## src/rtl/approx_seq_divider.sv

```systemverilog
// Iterative restoring divider, 2W/W -> W quotient + W remainder, one quotient bit per clock.
// Define APPROX_DIV_EN to build the low APPROX_COLS subtractor columns from the approximate cell.
module approx_seq_divider #(
    parameter int W           = 8,
    parameter int APPROX_COLS = 2
) (
    input  logic           clk,
    input  logic           rst,
    input  logic           in_valid,
    output logic           in_ready,
    input  logic [2*W-1:0] n,
    input  logic [W-1:0]   d,
    output logic           out_valid,
    input  logic           out_ready,
    output logic [W-1:0]   q,
    output logic [W-1:0]   r,
    output logic           ovf,
    output logic           dbz
);

`ifdef APPROX_DIV_EN
    localparam bit APPROX_ON = 1'b1;
`else
    localparam bit APPROX_ON = 1'b0;
`endif
    localparam int ACOLS = !APPROX_ON ? 0 : ((APPROX_COLS > W) ? W : APPROX_COLS);
    localparam int IW    = (W > 2) ? $clog2(W) : 1;

    typedef enum logic [1:0] {IDLE, CALC, DONE} state_t;

    state_t        state;
    logic [W-1:0]  rem;
    logic [W-1:0]  n_lo;
    logic [W-1:0]  div;
    logic [W-1:0]  q_work;
    logic [IW-1:0] idx;

    logic          qbit;
    logic [W-1:0]  rem_next;

    // One restoring step: {quotient bit, next partial remainder} for P = {R, n[i]}.
    function automatic logic [W:0] sub_step(input logic [W:0] p, input logic [W-1:0] y);
        logic [W-1:0] diff;
        logic [W:0]   bor;
        logic         qb;
        diff   = '0;
        bor    = '0;
        for (int j = 0; j < W; j++) begin
            if (j < ACOLS) begin
                diff[j]  = 1'b0;
                bor[j+1] = ~p[j] & ~bor[j];
            end else begin
                diff[j]  = p[j] ^ y[j] ^ bor[j];
                bor[j+1] = (~p[j] & y[j]) | (~(p[j] ^ y[j]) & bor[j]);
            end
        end
        qb = p[W] | ~bor[W];
        return {qb, qb ? diff : p[W-1:0]};
    endfunction

    always_comb begin
        {qbit, rem_next} = sub_step({rem, n_lo[idx]}, div);
    end

    always_ff @(posedge clk or posedge rst) begin
        if (rst) begin
            state     <= IDLE;
            in_ready  <= 1'b1;
            out_valid <= 1'b0;
            q         <= '0;
            r         <= '0;
            ovf       <= 1'b0;
            dbz       <= 1'b0;
            rem       <= '0;
            n_lo      <= '0;
            div       <= '0;
            q_work    <= '0;
            idx       <= '0;
        end else begin
            case (state)
                IDLE: begin
                    if (in_valid) begin
                        n_lo     <= n[W-1:0];
                        div      <= d;
                        rem      <= n[2*W-1:W];
                        idx      <= IW'(W - 1);
                        q_work   <= '0;
                        in_ready <= 1'b0;
                        dbz      <= (d == '0);
                        ovf      <= (d != '0) && (n[2*W-1:W] >= d);
                        if (d == '0) begin
                            q         <= '1;
                            r         <= n[W-1:0];
                            out_valid <= 1'b1;
                            state     <= DONE;
                        end else begin
                            state <= CALC;
                        end
                    end
                end
                CALC: begin
                    rem    <= rem_next;
                    q_work <= {q_work[W-2:0], qbit};
                    idx    <= idx - 1'b1;
                    // Results are published only on the final iteration edge.
                    if (idx == '0) begin
                        q         <= {q_work[W-2:0], qbit};
                        r         <= rem_next;
                        out_valid <= 1'b1;
                        state     <= DONE;
                    end
                end
                DONE: begin
                    if (out_ready) begin
                        out_valid <= 1'b0;
                        in_ready  <= 1'b1;
                        state     <= IDLE;
                    end
                end
                default: state <= IDLE;
            endcase
        end
    end

endmodule

```

## config.mk

```make
export PLATFORM = sky130hd
export DESIGN_NAME = approx_seq_divider
export DESIGN_NICKNAME = d
export VERILOG_FILES = /design/src/rtl/approx_seq_divider.sv
export SDC_FILE = /design/constraint.sdc
export NUM_CORES = 1
export LEC_CHECK = 0
export ABC_AREA = 1
export CORE_MARGIN = 2
export CORE_UTILIZATION = 48
export DETAILED_ROUTE_END_ITERATION = 7
export GPL_TIMING_DRIVEN = 0
export HOLD_SLACK_MARGIN = 0.03
export PLACE_DENSITY_LB_ADDON = 0.25
export SYNTH_ARGS = -nofsm -noshare
export SYNTH_HDL_FRONTEND = slang
export SYNTH_SLANG_ARGS = --single-unit
```

## constraint.sdc

```tcl
create_clock -name clk -period 3.9 [get_ports clk]
set_input_delay 0.78 -clock clk [delete_from_list [all_inputs] [get_ports clk]]
set_output_delay 0.78 -clock clk [all_outputs]
set_load 0.03 [all_outputs]
```

======== Yosys cells after proc, flatten, opt, wreduce, memory -nomap -nowiden ========
Cells that the tools add are included.
W data, S select, Z words.
operators by class
  add/sub/neg operators ................... 1
  multipliers ............................. 0
  div/mod/pow operators ................... 0
  magnitude comparators ................... 2
  eq/ne operators ......................... 6
  shift operators ......................... 0
  multiplexer cells ....................... 30
  bitwise operators ....................... 54
  reduce and logical (&&, ||, !) cells .... 14
operator list
  kind                  number
  $mux W8               8
  $pmux W8 S2           3
  $not A1 Y1            16
  $and A1 B1 Y1         15
  $xor A1 B1 Y1         15
  $pmux W7 S2           1
  $ge A8 B8 Y1          1
  $logic_not A8 Y1      1
  $mux W2               4
  $ne A2 B2 Y1 const B  4
  $or A1 B1 Y1          8
  $reduce_bool A8 Y1    1
  $mux W1               7
  $mux W7               1
  $pmux W2 S3           1
  $pmux W3 S2           1
  $reduce_and A3 Y1     2
  $reduce_and A5 Y1     1
  $lt A3 B4 Y1 const B  1
  $reduce_and A2 Y1     2
  $reduce_and A4 Y1     1
  $reduce_bool A2 Y1    2
  $bmux W1 S3           1
  $logic_not A3 Y1      1
  other kinds (9)       9
word-level totals
  register bits after elaboration ......... 56
  bits in latches ......................... 0
  memory bits (writable) .................. 0
  ROM bits ................................ 0
  input bits .............................. 28
  output and inout port bits .............. 20
  logic and storage cells ................. 119
  memories ................................ 0

======== Longest topological paths before layout ========
  depth after elaboration ................. 23
  mapped depth ............................ 22
  mapped depth without buffers ............ 22

======== Worst setup path before layout ========
No wires, ideal clock.
  path kind ............................... register to register
  start ................................... reg idx[0]
  end ..................................... reg r[7]
  setup time .............................. 0.120 ns
  arrival time ............................ 4.046 ns
  required time ........................... 3.780 ns
  path slack .............................. -0.266 ns
  stages on the path, launching flop included .. 19
  path buffers ............................ 0
  period minus slack after synthesis ...... 4.166 ns
  path through ............................ dfrtp_1 inv_1 nand2_1 nand3_1 nand3_1 nand2_1 ha_1 fa_1 fa_1 fa_1 fa_1 fa_1 fa_1 inv_1 fa_1 a22oi_1 nand2_1 nor2_1 nor2_1
on the way
  longest elaborated chain between the ends .. 23
  elaborated cells on any way between the ends .. 27
  classes of those cells .................. eq/ne: 1; mux: 5; bitwise: 19; reduce/logical: 2
RTL lines
  item                           line  text
  start: declaration             36    logic [IW-1:0] idx;
  start signal: assignment       86    idx <= IW'(W - 1);
  start signal: assignment       104   idx <= idx - 1'b1;
  $bmux W1 S3                    62    {qbit, rem_next} = sub_step({rem, n_lo[idx]}, div);
  $mux W1 (implied by the code)  62
  $not A1 Y1                     54    bor[j+1] = (~p[j] & y[j]) | (~(p[j] ^ y[j]) & bor[j]);
  $and A1 B1 Y1 (2 in a row)     54
  $or A1 B1 Y1                   54
  $and A1 B1 Y1                  54
  $or A1 B1 Y1                   54
  $and A1 B1 Y1                  54
  [6 not listed]                 n/a
  $or A1 B1 Y1                   54
  $and A1 B1 Y1                  54
  $or A1 B1 Y1                   54
  $not A1 Y1                     57    qb = p[W] | ~bor[W];
  $or A1 B1 Y1                   57
  $mux W8                        58    return {qb, qb ? diff : p[W-1:0]};
  $mux W8                        106   if (idx == '0) begin
  $pmux W8 S2                    80    case (state)
  end signal: assignment         93    r <= n[W-1:0];
  end signal: assignment         108   r <= rem_next;
  end: declaration               16    output logic [W-1:0] r,
Several ways; a longest one is shown, not always the timed one. The select of a mux whose other input is x is not followed.
A chain may end at the register's enable or synchronous reset.

======== Final worst setup path ========
Ends and elaborated chain as after synthesis.

==> flow_summary.ini <==
[cts]
clock_insertion_delay_at_the_later_pin_of_the_skew_report_ns = 0.31
cts_made_buffers = 5
post_cts_hold_buffer_count = 0
htreeDepth = 2
ctsRootBufferMaster = clkbuf_8
cts_num_sinks = 56
cts.path.max_buffers = 2
clkTransAtPathRegs_ns = 0.10
tritoncts = built

[logic_synthesis]
synth-edff-count = 0
synth_top_family_by_area = simple AND/OR/NAND/NOR gates
synth_cell_type_count = 32
postSynth.asyncResetShare_pct = 100
synth-simple-area-share_pct = 18.1
synth_net_count = 381
synthCells = 335
synth_area_leader_cell = dfrtp_1
synth.top_cells.by_area = dfrtp_1 48%, nand2_1 9.0%, inv_1 5.7%
yosysWarnings = 0
synthTopCellsByCount = 69 x nand2_1, 55 x dfrtp_1, 44 x inv_1, 38 x nor2_1, 27 x a21oi_1
synthAdderAreaFrac_pct = 9.60
yosys.area_share.xor_xnor_pct = 0
ys.flop_type = dfrtp_1
top_cell_type_s_share_of_synthesized_area_pct = 47.6
synth_seq_area_share_pct = 48.5
mappedNetlistArea_sq_um = 2890
synth.avg_cell_area_sq_um = 8.64
yosys.cell_count.top_type = nand2_1
muxShareOfSynthArea_pct = 0
fraction_of_the_mapped_netlist_area_in_compound_gates_pct = 15.4
postSynthRegisterBits = 56

[sta]
totalNegativeSetupSlack_ns = -3.59
timing.fmax_mhz = 237
tightestPinTransition_ns = 0.643
fin_ws_ns = -0.312
final_period_minus_worst_setup_slack_ns = 4.21
finalClockSkew_ns = 0.0104
slew_viol_final = 0
report.final.setup_viol = 18
rsz0062_at_grt = yes
final_hold_viol_count = 0
timing.max_slew.rel_slack_pct = 57.1
final_min_period_over_clock_period_pct = 108

[die]
num_rows = 28
die-area_sq_um = 6660
fp.dieH_microns = 81.6
die_width_microns = 81.6
start_util_pct = 49.1
ioPinCount = 48
floorplan.core_area_sq_um = 5890

[min_path]
worstHoldStart = ovf
hold_path.class = flip-flop to flip-flop
whs_path_depth = 2
timing.hold.worst_endpoint = ovf

[critical_path]
timing.reg2reg.worst_path_depth = 18
critical_path_arrival_ns = 4.42
crit-reg2reg-launch = idx[0]
cp_max_fo = 7
critPathCaptureType = flip-flop
timing.setup.critical_path_class = flip-flop to flip-flop
r2r_slack_ns = -0.31
crit_path_start_kind = flip-flop
critPathRequiredTime_ns = 4.11
r2r_end = r[7]

[drt]
drt-initial-drc-count = 172
detail_route.wirelength_mm = 7.09
drt.antenna.violating_nets = 0
vias_after_detailed_routing = 2479
viasPerCell = 5.24
remaining_drc_errors = 0
drt_pre_antenna_iters = 4
route.detailed.wl_per_inst_microns = 15.0

[final_layout]
finalCoreUtilization_pct = 64.8
register_area_sq_um = 1400
postLayoutCellArea_sq_um = 3810
multi_input_comb_area_sq_um = 1390
filler_cell_count = 491
area_growth_syn_to_layout_pct = 31.9
insertedDiodeCount = 0
final_net_count = 443
drive_gt1_share_pct = 18.3

[power]
power.switching_uw = 1640
cellPowerDensity_nw_per_um2 = 953
sw_frac_of_total_pct = 45.1
comb_power_share_pct = 58.3
report.power.total_uw = 3640
cellLeakagePower_uw = 0.00180
clock_group_share_of_total_power_pct = 12.4
internal_power_consumption_uw = 2000
share_of_power_burned_in_registers_pct = 29.3
ir_worst_vdd_uv = 509

[grt]
grtUsageTotal_pct = 23.1
vias_in_the_first_global_route = 2399
grt_overflow = 0
antenna_found_initial = 0
grt_max_degree = 31
grt_first_pass_wirelength_mm = 11.5

[place]
placement.cell_area_sq_um = 3490
portBuffers = 47
finalWeightedCongestion = 0.884
hpwl_mm = 5.17

[run]
maxCapViolations = 0

[outcome]
status = finished, violations left
failed_checks = negative setup slack
[cell families after synthesis]
kind of cell	count (synthesis)
compound gates	77
fa+ha+maj	18
buf+inv	58
flops	56
simple gates	126
[flip-flops by register name (all words and copies together), names as in the netlist]
| register | cells |
|---|---|
| rem | 8 |
| q_work | 7 |
| state | 2 |
| idx | 3 |
| ovf | 1 |
| in_ready | 1 |
| r | 8 |
| dbz | 1 |
| q | 8 |
| out_valid | 1 |
| div | 8 |
| n_lo | 8 |
[per-layer routing]
layer | part of all wire (%) | GRT usage [%] | up-vias
li1 | - | - | 1204
met4 | 2.1 | 8.67 | 0
met2 | 48 | 37.6 | 77
met3 | 5.1 | 2.86 | 14
met1 | 44 | 31.9 | 1184
met5 | 0 | 0 | -
[critical path: stages (launching register included)]
cell	delay (ns)
dfrtp_1	0.44
inv_2	0.11
nand2_1	0.10
nand3_2	0.08
nand3_2	0.09
nand2_2	0.07
ha_4	0.16
fa_2	0.35
fa_2	0.35
fa_2	0.35
fa_2	0.35
fa_2	0.35
fa_2	0.35
inv_2	0.06
fa_1	0.41
a22oi_2	0.26
nand2_1	0.09
nor2_1	0.10
nor2_1	0.04
[worst max path at each step]
stage                        end  slack [ns]  startpoint
final                       r[7]       -0.31      idx[0]
after global routing      rem[0]       -0.46      idx[0]
after CTS                   r[7]       -0.25      idx[0]
after global placement      r[3]       -0.30      idx[0]
after floorplan             r[7]       0.003      idx[0]
after detailed placement    r[3]       -0.39      idx[0]
[placed cells by master (no fill, tap or decap), drive strengths merged]
cell / Yosys / layout
a21oi: 28 / 28
inv: 48 / 49
bufinv: 0 / 2
a2bb2oi: 2 / 2
clkdlybuf4s50: 0 / 47
buf: 7 / 15
o21bai: 1 / 1
o2111ai: 1 / 1
ha: 11 / 11
fa: 7 / 7
o21a: 1 / 1
clkbuf: 3 / 8
nand3b: 1 / 1
o21ai: 32 / 32
a32o: 1 / 1
or2: 1 / 1
dfrtp: 55 / 55
nand4: 1 / 1
nor2: 42 / 42
nand2: 71 / 71
dfstp: 1 / 1
o22ai: 5 / 5
a22oi: 6 / 6
nand3: 10 / 10
[stage by stage]
step | setup WS, ns | hold WS (ns) | std cells
after floorplan | 0.00326 | 0.448 | 335
after global placement | -0.304 | 0.462 | 457
after detailed placement | -0.387 | 0.474 | 458
after CTS | -0.247 | 0.501 | 472
after global routing | -0.456 | 0.517 | 473
final | -0.312 | 0.496 | 473
[power by group through the flow]
stage                     Sequential (uW)  Clock [uW]  Combinational, uW
after CTS                            1050         459               1990
after detailed placement             1050           0               1810
final                                1070         449               2120
after global routing                 1090         484               2330
after floorplan                      1230           0               1050
after global placement               1040           0               1750
[what timing repair did]
action	4_1_cts	5_1_grt
endpoints found under the setup margin	17	18
resized for setup	20	15
pin swaps	8	5
setup buffers	6	1
[area by class of cell]
| type | count | area share, % |
|---|---|---|
| plain buffers | 10 | 1.61 |
| clock buffers | 5 | 1.80 |
| clock inverters | 3 | 1.80 |
| inverters | 48 | 4.79 |
| multi-input cells | 221 | 36.4 |
| flip-flops and latches | 56 | 36.8 |
| well taps | 75 | 2.46 |
| repair buffers | 55 | 14.3 |
Power figures use the tool's default switching activity.
